===== src/rtl/outarb.sv =====
// outarb: switch arbiter for one output physical channel of the router.
// Collects requests from the five input controllers, grants this output to
// one of them for a whole packet (head to tail), and rotates priority
// round-robin between packets. The grant goes back to the input controllers
// and the owner index drives the crossbar select for this output.
module outarb #(
  parameter int ROUTERID = 0,
  parameter int PORTID   = 0,
  parameter int PORTW    = 2
) (
  input  logic           clk,
  input  logic           rst_,
  input  logic           req_0,
  input  logic           req_1,
  input  logic           req_2,
  input  logic           req_3,
  input  logic           req_4,
  input  logic [PORTW:0] port_0,
  input  logic [PORTW:0] port_1,
  input  logic [PORTW:0] port_2,
  input  logic [PORTW:0] port_3,
  input  logic [PORTW:0] port_4,
  input  logic           tail_0,
  input  logic           tail_1,
  input  logic           tail_2,
  input  logic           tail_3,
  input  logic           tail_4,
  input  logic           ordy,
  output logic           grt_0,
  output logic           grt_1,
  output logic           grt_2,
  output logic           grt_3,
  output logic           grt_4,
  output logic [PORTW:0] sel,
  output logic           busy
);

  typedef enum logic {
    IDLE = 1'b0,
    BUSY = 1'b1
  } arbState_t;

  localparam logic [PORTW:0] PortMatch = (PORTW + 1)'(PORTID);

  // Reject parameter sets the five-input owner encoding cannot represent.
  if (PORTID < 0 || PORTID > 4 || PORTW < 2 || ROUTERID < 0) begin : gBadParams
    $error("outarb: invalid parameter set");
  end

  arbState_t      state_q, state_d;
  logic [2:0]     owner_q, owner_d;
  logic [2:0]     rr_q, rr_d;
  logic [PORTW:0] sel_q, sel_d;
  logic           busy_q, busy_d;

  logic [4:0]     reqVec;
  logic [4:0]     tailVec;
  logic [PORTW:0] portVec [5];
  logic [4:0]     candVec;
  logic [4:0]     grtVec;

  logic [2:0]     rrBase;
  logic [2:0]     scanIdx;
  logic [2:0]     pick;
  logic           found;

  logic           ownerReq;
  logic           ownerTail;
  logic           ownerGrant;
  logic           releaseLock;
  logic [2:0]     nextRr;

  // Fold an index in 0..8 back into 0..4.
  function automatic logic [2:0] wrapIdx(input logic [3:0] v);
    if (v >= 4'd5) begin
      return 3'(v - 4'd5);
    end
    return v[2:0];
  endfunction

  // Gather the per-input ports into vectors so the arbiter can loop over them.
  always_comb begin
    reqVec     = {req_4, req_3, req_2, req_1, req_0};
    tailVec    = {tail_4, tail_3, tail_2, tail_1, tail_0};
    portVec[0] = port_0;
    portVec[1] = port_1;
    portVec[2] = port_2;
    portVec[3] = port_3;
    portVec[4] = port_4;
  end

  // An input is a candidate only when it requests and its route targets this output.
  always_comb begin
    candVec = '0;
    for (int i = 0; i < 5; i++) begin
      candVec[i] = reqVec[i] && (portVec[i] == PortMatch);
    end
  end

  // Round-robin scan starting at the pointer; a corrupted pointer restarts at input 0.
  always_comb begin
    rrBase  = (rr_q > 3'd4) ? 3'd0 : rr_q;
    found   = 1'b0;
    pick    = 3'd0;
    scanIdx = 3'd0;
    for (int k = 0; k < 5; k++) begin
      scanIdx = wrapIdx({1'b0, rrBase} + 4'(k));
      if (!found && candVec[scanIdx]) begin
        found = 1'b1;
        pick  = scanIdx;
      end
    end
  end

  // Owner-side view: grant whenever downstream has room, release on a granted
  // tail or when the owner abandons the packet by dropping its request.
  always_comb begin
    ownerReq    = reqVec[owner_q];
    ownerTail   = tailVec[owner_q];
    ownerGrant  = (state_q == BUSY) && ordy && ownerReq;
    releaseLock = (state_q == BUSY) && ((ownerGrant && ownerTail) || !ownerReq);
    nextRr      = (owner_q >= 3'd4) ? 3'd0 : owner_q + 3'd1;
  end

  // The grant is combinational so a stalled downstream stops flits in the same cycle.
  always_comb begin
    grtVec = '0;
    if (ownerGrant) begin
      grtVec[owner_q] = 1'b1;
    end
  end

  // Next-state logic: lock onto a winner when idle, unlock and advance priority on release.
  always_comb begin
    state_d = state_q;
    owner_d = owner_q;
    rr_d    = rr_q;
    sel_d   = sel_q;
    busy_d  = busy_q;
    case (state_q)
      IDLE: begin
        if (found) begin
          state_d = BUSY;
          owner_d = pick;
          sel_d   = (PORTW + 1)'(pick);
          busy_d  = 1'b1;
        end
      end
      BUSY: begin
        if (releaseLock) begin
          state_d = IDLE;
          busy_d  = 1'b0;
          rr_d    = nextRr;
        end
      end
    endcase
  end

  // State and registered outputs; reset aborts any lock and clears priority at once.
  always_ff @(posedge clk or posedge rst_) begin
    if (rst_) begin
      state_q <= IDLE;
      owner_q <= 3'd0;
      rr_q    <= 3'd0;
      sel_q   <= '0;
      busy_q  <= 1'b0;
    end else begin
      state_q <= state_d;
      owner_q <= owner_d;
      rr_q    <= rr_d;
      sel_q   <= sel_d;
      busy_q  <= busy_d;
    end
  end

  assign {grt_4, grt_3, grt_2, grt_1, grt_0} = grtVec;
  assign sel  = sel_q;
  assign busy = busy_q;

endmodule

===== config.mk =====
export PLATFORM = sky130hd
export DESIGN_NAME = outarb
export DESIGN_NICKNAME = d
export VERILOG_FILES = /design/src/rtl/outarb.sv
export SDC_FILE = /design/constraint.sdc
export NUM_CORES = 1
export LEC_CHECK = 0
export CAP_MARGIN = 10
export CORE_MARGIN = 1
export CORE_UTILIZATION = 39
export DETAILED_ROUTE_END_ITERATION = 7
export PLACE_DENSITY = 0.63
export SYNTH_ARGS = -nofsm -noshare
export SYNTH_HDL_FRONTEND = slang
export SYNTH_SLANG_ARGS = --single-unit

===== constraint.sdc =====
create_clock -name clk -period 4.1 [get_ports clk]
set_input_delay 1.025 -clock clk [delete_from_list [all_inputs] [get_ports clk]]
set_output_delay 1.025 -clock clk [all_outputs]
set_load 0.02 [all_outputs]

==> impl_summary.txt <==
----------------------------------------------------
[Routing]
  Final Routed Wirelength ... 4650 um
  Residual DRC count ... 0
  Total via count after detailed routing ... 1706
  Avg WL per Cell ... about 17 um
  Number of nets with antenna violations after routing ... 0
  Routed vias/inst ... 6.09
  1st-iter DRT viols ... 75
  Number of detailed-route iterations in the first pass ... 4

[CTS]
  Post-CTS setup buffer count ... 0
  Register clock-pin slew on the reported worst setup and hold paths ... ~0.040 ns
  Later-pin clock latency in the skew report ... approximately 0.22 ns
  # resized after CTS ... 0
  Count of clock tree sinks ... 8
  Hold Buf Count CTS ... 0
  Max Buffers Root-to-Sink ... 2
  TritonCTS clock tree ... built
  Root buf cell ... clkbuf_8
  Number of buffers added by the clock tree synthesis step ... 3
  Depth of the CTS H-tree ... 1

[Logic synthesis]
  Fraction of registers with async set/reset ... 1.00
  Portion of synthesized cell area occupied by the leading cell type ... 0.129
  Post-synthesis area per instance ... between 7 and 8 sq um
  Dominant cell type by area after synthesis ... dfrtp_1
  Net count after synthesis ... 230
  Post-synthesis instance area ... about 1600 sq um
  Largest cells by area after synthesis ... dfrtp_1 13%, ha_1 6.5%, mux2i_1 5.2%
  Unique masters post-synth ... 64
  EDFF count, synth ... 0
  Number of warnings printed during yosys synthesis ... 0
  FF+latch count, synth ... 8
  Most used standard cell by instance count after synthesis ... nand2_1
  Commonest cells in the netlist ... 18 x nand2_1, 10 x nor2_1, 9 x a21oi_1, 9 x inv_1, 9 x nor3_1
  Most instantiated flip-flop cell in the synthesis netlist ... dfrtp_1
  Synth Instances ... 194
  Register area share after synthesis ... 0.129

[Critical path]
  Critical register-to-register path startpoint ... rr_q[2]
  Maximum single-stage delay on the critical path ... ~0.65 ns
  Worst r2r path cells ... 10
  Crit path top cell by count ... clkdlybuf4s50_1
  CP Launch Point ... req_0
  Cell family with most CP delay ... buffers and inverters
  RR Endpoint ... sel[1]
  Critical path start-end classification ... in2out
  Critical path destination ... grt_2
  Critical path fanouts, max ... 4
  Setup slack of the most critical reg-to-reg path ... about 0.44 ns
  Kind of end point of the critical path ... output pin
  CP bufs+invs ... 2
  WP depth ... 5
  Critical Path Source Type ... input pin
  Worst-path cell chain ... clkdlybuf4s50_1 > mux4_2 > nand4_1 > nor3_1 > clkdlybuf4s50_1
  Required arrival time at the worst endpoint ... roughly 3.1 ns
  Data arrival at the endpoint of the critical path ... between 2 and 3 ns
  Library cell contributing the largest single delay on the critical path ... clkdlybuf4s50_1

[Timing]
  Summed negative setup slack over all endpoints ... 0 ns
  Layout Skew ... between 0.0015 and 0.002 ns
  Share of the clock period used by the worst path ... 0.947
  Total count of hold-check failures in the final report ... 0
  Tightest Pin Transition ... about 0.8 ns
  Upper clock frequency limit ... between 0.2 and 0.3 GHz
  Unrepaired setup endpoints after global routing ... false
  Worst-case headroom to the max-slew limit ... 0.449
  Clock period minus final worst setup slack ... 3.88 ns
  Number of max-slew violations in the final report ... 0
  Final Setup Violations ... 0

[Die]
  Initial cell density of the core ... 0.414
  Floorplan row count ... 22
  DIE AREA ... between 4000 and 5000 sq um
  Die W ... 65.1 um
  Die boundary height ... roughly 65 um
  Top-Level Pins ... 37
  Area of the placeable core ... between 3000 and 4000 sq um

[GRT]
  Vias in the first global route ... between 1500 and 2000
  Antenna violations before repair ... 0
  Wire length of the first global-routing pass ... 7600 um
  Pin count of the biggest net entering global routing ... 14
  Total global routing overflow ... 0
  GR Util All Layers ... 0.232

[Status]
  Result of the run ... finished, final reports clean

[Final layout]
  Diode count ... 0
  Fill count ... approximately 350
  Area of the multi-input gates ... ~1300 sq um
  Share of post-route cells with drive strength above 1 ... 0.138
  Relative area change from synthesis to final layout ... 30.6%
  Final-stage net count ... between 200 and 300
  Sequential cell area ... ~200 sq um

[Power]
  Overall power ... between 1 and 1.5 mW
  Switching Power ... 0.720 mW
  Leakage power ... 0.797 nW
  Relative contribution of the clock network to total power ... 0.068
  Internal ... between 0.6 and 0.7 mW
  Power share of the combinational group ... 0.792
  Switching power as a share of total power ... 0.536
  Total power divided by cell area ... 663 nW/um^2
  Peak supply drop ... 0.309 mV
  Sequential cell fraction of total power ... 0.140

[Hold path]
  HP Class ... reg2reg
  Worst hold path stage count ... 1

[Run]
  Max Cap Viol ... 0

[Place]
  Port Buffer Count ... 36
  Final estimated routing congestion in global placement ... 0.960
  Final HPWL from detailed placement ... around 3800 um

----------------------------------------------------
area by class of cell:
type | instances | share of cell area
Tap cell | 48 | 0.0296
Sequential cell | 8 | 0.0988
Inverter | 11 | 0.0228
Clock buffer | 3 | 0.0204
Timing Repair Buffer | 45 | 0.211
Multi-Input combinational cell | 165 | 0.617
stage by stage:
stage / worst slack (ns) / std cells / utilization / hold WS, ns / area, sq um
final: 0.217 / 280 / 0.541 / 0.497 / 2030
after detailed placement: 0.179 / 277 / 0.530 / 0.494 / 1990
after global routing: 0.130 / 280 / 0.541 / 0.517 / 2030
after floorplan: 0.840 / 194 / - / 0.609 / 1550
after global placement: 0.327 / 277 / 0.530 / 0.486 / 1990
after CTS: 0.174 / 280 / 0.541 / 0.502 / 2030
layout by cell type, fill, tap and decap left out, drive strengths merged, types with 7 or more instances in the layout:
cell type / n
nand2b: 7
nor3: 12
ha: 8
clkdlybuf4s50: 36
a21oi: 10
dfrtp: 8
nor2: 10
nand2: 18
inv: 10
nor4b: 7
buf: 9
o21ai: 12
mux2i: 8
kinds of logic after synthesis:
logic type / share of synthesized area
buf+inv: 0.0645
compound gates: 0.295
fa+ha+maj: 0.0645
xor+xnor: 0.00565
flops: 0.129
simple gates: 0.344
mux: 0.0976
sequential cells by signal (all words and copies together) (netlist names):
register and count:
busy 1, rr_q 3, sel 3, state_q 1
power by group through the flow:
stage | combinational [mW] | clock (mW) | sequential, mW
CTS | 1.05 | 0.0948 | 0.186
global placement | 1.03 | 0 | 0.185
global route | 1.15 | 0.0983 | 0.199
finish | 1.06 | 0.0920 | 0.188
detailed placement | 1.05 | 0 | 0.188
floorplan | 0.781 | 0 | 0.165
layer usage:
metal	global-route usage	vias up	routed length [um]
met5	0	-	0
met4	0.0435	0	29
met3	0.0246	4	171
met2	0.418	53	2280
met1	0.297	823	2170
li1	-	826	-
worst min-delay path by stage:
stage          slack (ns)   end  startpoint
2_1_floorplan        0.61  busy        busy
3_3_place_gp         0.49  busy        busy
3_5_place_dp         0.49  busy        busy
4_1_cts              0.50  busy        busy
5_1_grt              0.52  busy        busy
6_report             0.50  busy        busy
(Power assumes the default switching activity.)
==> RTL change 1: new RTL, config.mk and constraints unchanged <==
Set the parameter `PORTW` to 4 (it was 2).
--- a/src/rtl/outarb.sv
+++ b/src/rtl/outarb.sv
@@ -6,7 +6,7 @@
 module outarb #(
   parameter int ROUTERID = 0,
   parameter int PORTID   = 0,
-  parameter int PORTW    = 2
+  parameter int PORTW    = 4
 ) (
   input  logic           clk,
   input  logic           rst_,
Interface: changed (6 resized); port bits go from 37 to 49. No check against the original RTL was run, so the function may have changed too.
==> RTL change 1 against the unedited design <==
Sequential cell count unchanged; critical endpoint unchanged; final area up 2.3%; sequential power is 12% lower; core utilization up 1.6 points; setup slack worse by 0.072 ns; synthesized area shrank 1.0%; die area fell by 1.0%; combinational power grew 12%; wire length shrank 1.9%; global-route usage increased by 0.44 points; highest routed layer unchanged; clock skew up 0.0017 ns; count of clock-buffer cells in the layout stayed put; power rose by 7.9%.
==> RTL change 1: results (changes against the unedited design) <==
[drt]
via_count = 1711  ; was 1706
first_iter_violations = 99  ; was 75
routedWlPerCell_um = 15.7  ; was 16.6 um

[place]
place_area_sq_mm = 0.00202  ; was 0.00199 sq mm
portBuffers = 46  ; was 36
gp_congestion = 0.815  ; was 0.960
post-dp-hpwl_mm = 3.75  ; was 3.81 mm
pre_cts_ws_ns = 0.0378  ; was 0.179 ns
place_inst = 287  ; was 277

[global_route]
grt_pass1_wl_mm = 7.78  ; was 7.60 mm
grt_max_degree = 13  ; was 14
use_met1_pct = 28.5  ; was 29.7%
globalRouteMet3Util_pct = 4.23  ; was 2.46%
grt.met2_usage_pct = 43.0  ; was 41.8%
grt_pass1_vias = 1764  ; was 1595

[worst_setup_path]
r2r_cells = 11  ; was 10
crit_fanout = 3  ; was 4
worstPathArrival_ns = 2.93  ; was 2.86 ns

[power_and_ir_drop]
netSwitchingPower_uw = 775  ; was 720 uW
clock_power_share_pct = 6.4  ; was 6.8%
peakVddDrop_uv = 313  ; was 309 uV
seqPwrFrac_pct = 11.5  ; was 14.0%
leakagePower_nw = 0.860  ; was 0.797 nW

[synthesis]
ys_seq_area_share_pct = 13.0  ; was 12.9%
yosys_warnings = 0  ; unchanged
synth_area_leaders = dfrtp_1 13%, ha_1 6.5%, mux2i_1 5.2%  ; unchanged
synthTopCellsByCount = 17 x nor2_1, 15 x a21oi_1, 12 x nand2_1  ; was 18 x nand2_1, 10 x nor2_1, 9 x a21oi_1, 9 x inv_1, 9 x nor3_1

[min_path]
holdPathStages = 2  ; was 1

[timing]
worst_pin_slew_ns = 0.646  ; was 0.819 ns
fin_worst_skew_ns = 0.00365  ; was 0.00191 ns

[final_layout]
fillers = 374  ; was 351
layout-drive-gt1-share_pct = 12.8  ; was 13.8%

[outcome]
outcome = completed  ; unchanged

[RTL change 1: through the flow]
stage | util [%] | hold WS (ns) | power (mW)
2_1_floorplan | - | 0.507 | 1.05
3_3_place_gp | 54.5 | 0.481 | 1.30
3_5_place_dp | 54.5 | 0.498 | 1.34
4_1_cts | 55.6 | 0.509 | 1.44
5_1_grt | 55.8 | 0.560 | 1.57
6_report | 55.8 | 0.501 | 1.45
[RTL change 1: cell type report]
cell class              instances  share of cell area [%]
clock buffers                   3                    1.99
inverters                      10                    2.05
flip-flops and latches          8                    9.66
well taps                      48                    2.90
repair buffers                 50                    24.0
multi-input cells             171                    59.4
[RTL change 1: cell families (layout without fill, tap and decap cells)]
family                     after synthesis  after routing  share of synthesized area, %
other                                    1              2                         0.244
muxes                                   12             12                          8.15
adders and majority gates                8              8                          6.52
buffers and inverters                   20             63                          7.01
and+or+nand+nor                         90             90                          37.2
DFF                                      8              8                          13.0
AOI/OAI and AO/OA                       59             59                          27.8
[RTL change 1: worst paths after layout]
kind	startpoint	end	slack (ns)
setup / recovery	req_3	grt_2	0.14
min in group asynchronous	rst_	rr_q[2]	1.04
hold / removal	busy	busy	0.50
hold reg to reg	busy	busy	0.50
setup reg to reg	rr_q[2]	owner_q[2]	0.45
max in group asynchronous	rst_	owner_q[1]	2.83
[RTL change 1: worst max-delay path: stages]
cell and delay (ns):
clkdlybuf4s50_1 0.52, mux2i_1 0.09, nor2_1 0.09, a31oi_1 0.05
o22ai_1 0.18, and3_1 0.21, and3_1 0.16, clkdlybuf4s50_1 0.60
[RTL change 1: per-layer routing]
metal / wire length (um) / share of wire (%)
met1: 2090 / 46
met2: 2200 / 48
met3: 221 / 4.8
met4: 44 / 0.97
met5: 0 / 0
==> RTL change 2: new RTL, config.mk and constraints unchanged <==
Without the edit above. Reset style: synchronous (`rst_`), changed in one clocked block.
--- a/src/rtl/outarb.sv
+++ b/src/rtl/outarb.sv
@@ -157,7 +157,7 @@
   end
 
   // State and registered outputs; reset aborts any lock and clears priority at once.
-  always_ff @(posedge clk or posedge rst_) begin
+  always_ff @(posedge clk) begin
     if (rst_) begin
       state_q <= IDLE;
       owner_q <= 3'd0;
Function: differs if rst_ is asserted again (counterexample within 4 cycles, from zero or initial values and one cycle with rst_ high); with rst_ held inactive, the same outputs for 10 cycles.
==> RTL change 2 against the unedited design <==
Worst hold slack lost 0.0077 ns; critical path depth up 7; final cell count decreased by 4.6%; fmax is 2.5% higher; sequential cell count is the same; setup slack improved by 0.096 ns; wire length decreased by 13%; synthesized cell count is 6.2% lower; synthesized area down 13%; final area down 9.9%; core utilization grew 3.3 points; largest cell class unchanged.
Power is not compared: it rests on default switching activity, and its combinational part moved more than twofold at a synthesized area within 25%.
==> RTL change 2: results (changes against the unedited design) <==
[outcome]
outcome = completed  ; unchanged

[synthesis]
synthTopCellsByCount = 17 x nor2_1, 15 x nand2_1, 10 x mux2i_1  ; was 18 x nand2_1, 10 x nor2_1, 9 x a21oi_1, 9 x inv_1, 9 x nor3_1
synth_edf_count = 0  ; unchanged
ys_async_sr_fraction_pct = 0  ; was 100%
synth-main-ff-cell = dfxtp_1  ; was dfrtp_1
synth_area_leaders = dfxtp_1 12%, ha_1 7.4%, mux2i_1 7.4%  ; was dfrtp_1 13%, ha_1 6.5%, mux2i_1 5.2%
yosysUniqueCellTypes = 55  ; was 64
synth.avg_cell_area_sq_um = 7.42  ; was 8.00 sq um
ys_seq_area_share_pct = 11.9  ; was 12.9%
synth_nets = 218  ; was 230

[worst_setup_path]
crit_path_top_delay_cell = dfxtp_1  ; was clkdlybuf4s50_1
worstPathArrival_ns = 3.95  ; was 2.86 ns
path_delay_family = simple AND/OR/NAND/NOR gates  ; was buffers and inverters
crit_fanout = 15  ; was 4
critPathMaxStageDelay_ns = 0.61  ; was 0.65 ns

[final_layout]
nets = 261  ; was 270
layout-drive-gt1-share_pct = 10.8  ; was 13.8%
final_cells = 267  ; was 280
fillers = 303  ; was 351

[clock_network]
h-tree-depth = 1  ; unchanged
cts-resized-gates = 0  ; unchanged
root_buffer = clkbuf_4  ; was clkbuf_8
clkTransAtPathRegs_ns = 0.06  ; was 0.04 ns
insertion_delay_ns = 0.25  ; was 0.22 ns

[power_and_ir_drop]
peakVddDrop_uv = 156
internal-power_uw = 360

[global_route]
grt_pass1_vias = 1471  ; was 1595
grt_max_degree = 16  ; was 14
track_usage_pct = 23.4  ; was 23.2%
grt_pass1_wl_mm = 6.65  ; was 7.60 mm

[drt]
routedWlPerCell_um = 15.1  ; was 16.6 um
viasPerCell = 5.91  ; was 6.09
first_iter_violations = 157  ; was 75

[timing]
worst_pin_slew_ns = 0.701  ; was 0.819 ns
fin_worst_skew_ns = 0.00490  ; was 0.00191 ns

[place]
gp_congestion = 0.935  ; was 0.960
place_area_sq_mm = 0.00180  ; was 0.00199 sq mm
post-dp-hpwl_mm = 3.32  ; was 3.81 mm
pre_cts_ws_ns = 0.187  ; was 0.179 ns

RTL change 2: changes by cell type after synthesis, sizes merged, moves of 3 or more:
cell,delta
a211oi,-4
a21o,+5
a41oi,-3
buf,-3
dfrtp,-8
dfxtp,+8
nand2,-3
nor2,+7
nor3,-5
o21ai,-5
o2bb2ai,+3
or4b,-5
RTL change 2: cell families (layout without fill, tap and decap cells):
kind of cell	count (synthesis)	after routing	share of synthesized area, %
compound gates	51	51	27.9
xor+xnor	1	1	0.649
fa+ha+maj	8	8	7.41
buf+inv	17	58	5.00
flops	8	8	11.9
mux	15	15	12.4
simple gates	82	82	34.8
RTL change 2: power by group through the flow:
| stage | combinational [mW] | clock [mW] | sequential (mW) |
|---|---|---|---|
| floorplan | 0.346 | 0 | 0.143 |
| global placement | 0.492 | 0 | 0.151 |
| detailed placement | 0.497 | 0 | 0.151 |
| CTS | 0.500 | 0.0616 | 0.149 |
| global route | 0.555 | 0.0659 | 0.156 |
| finish | 0.507 | 0.0604 | 0.150 |
RTL change 2: final timing paths:
check,startpoint,end,slack (ns),cells past startpoint
worst max-delay path,rr_q[2],sel[1],0.31,12
worst min-delay path,busy,busy,0.49,2
worst max register to register,rr_q[2],sel[1],0.31,12
worst min register to register,busy,busy,0.49,2
RTL change 2: metal layers:
metal	wire length [um]	GRT usage, %	part of all wire [%]	vias up
li1	-	-	-	784
met1	1860	31.9	46	729
met2	1930	41.0	48	61
met3	221	3.20	5.5	4
met4	23	1.62	0.57	0
met5	0	0	0	-
RTL change 2: cell type report:
class / instances / area (sq um) / share of cell area, %
Clock buffer: 3 / 22.5 / 1.23
Sequential cell: 8 / 160 / 8.77
Timing Repair Buffer: 45 / 428 / 23.4
Inverter: 10 / 37.5 / 2.06
Tap cell: 44 / 55.1 / 3.02
Multi-Input combinational cell: 157 / 1120 / 61.5
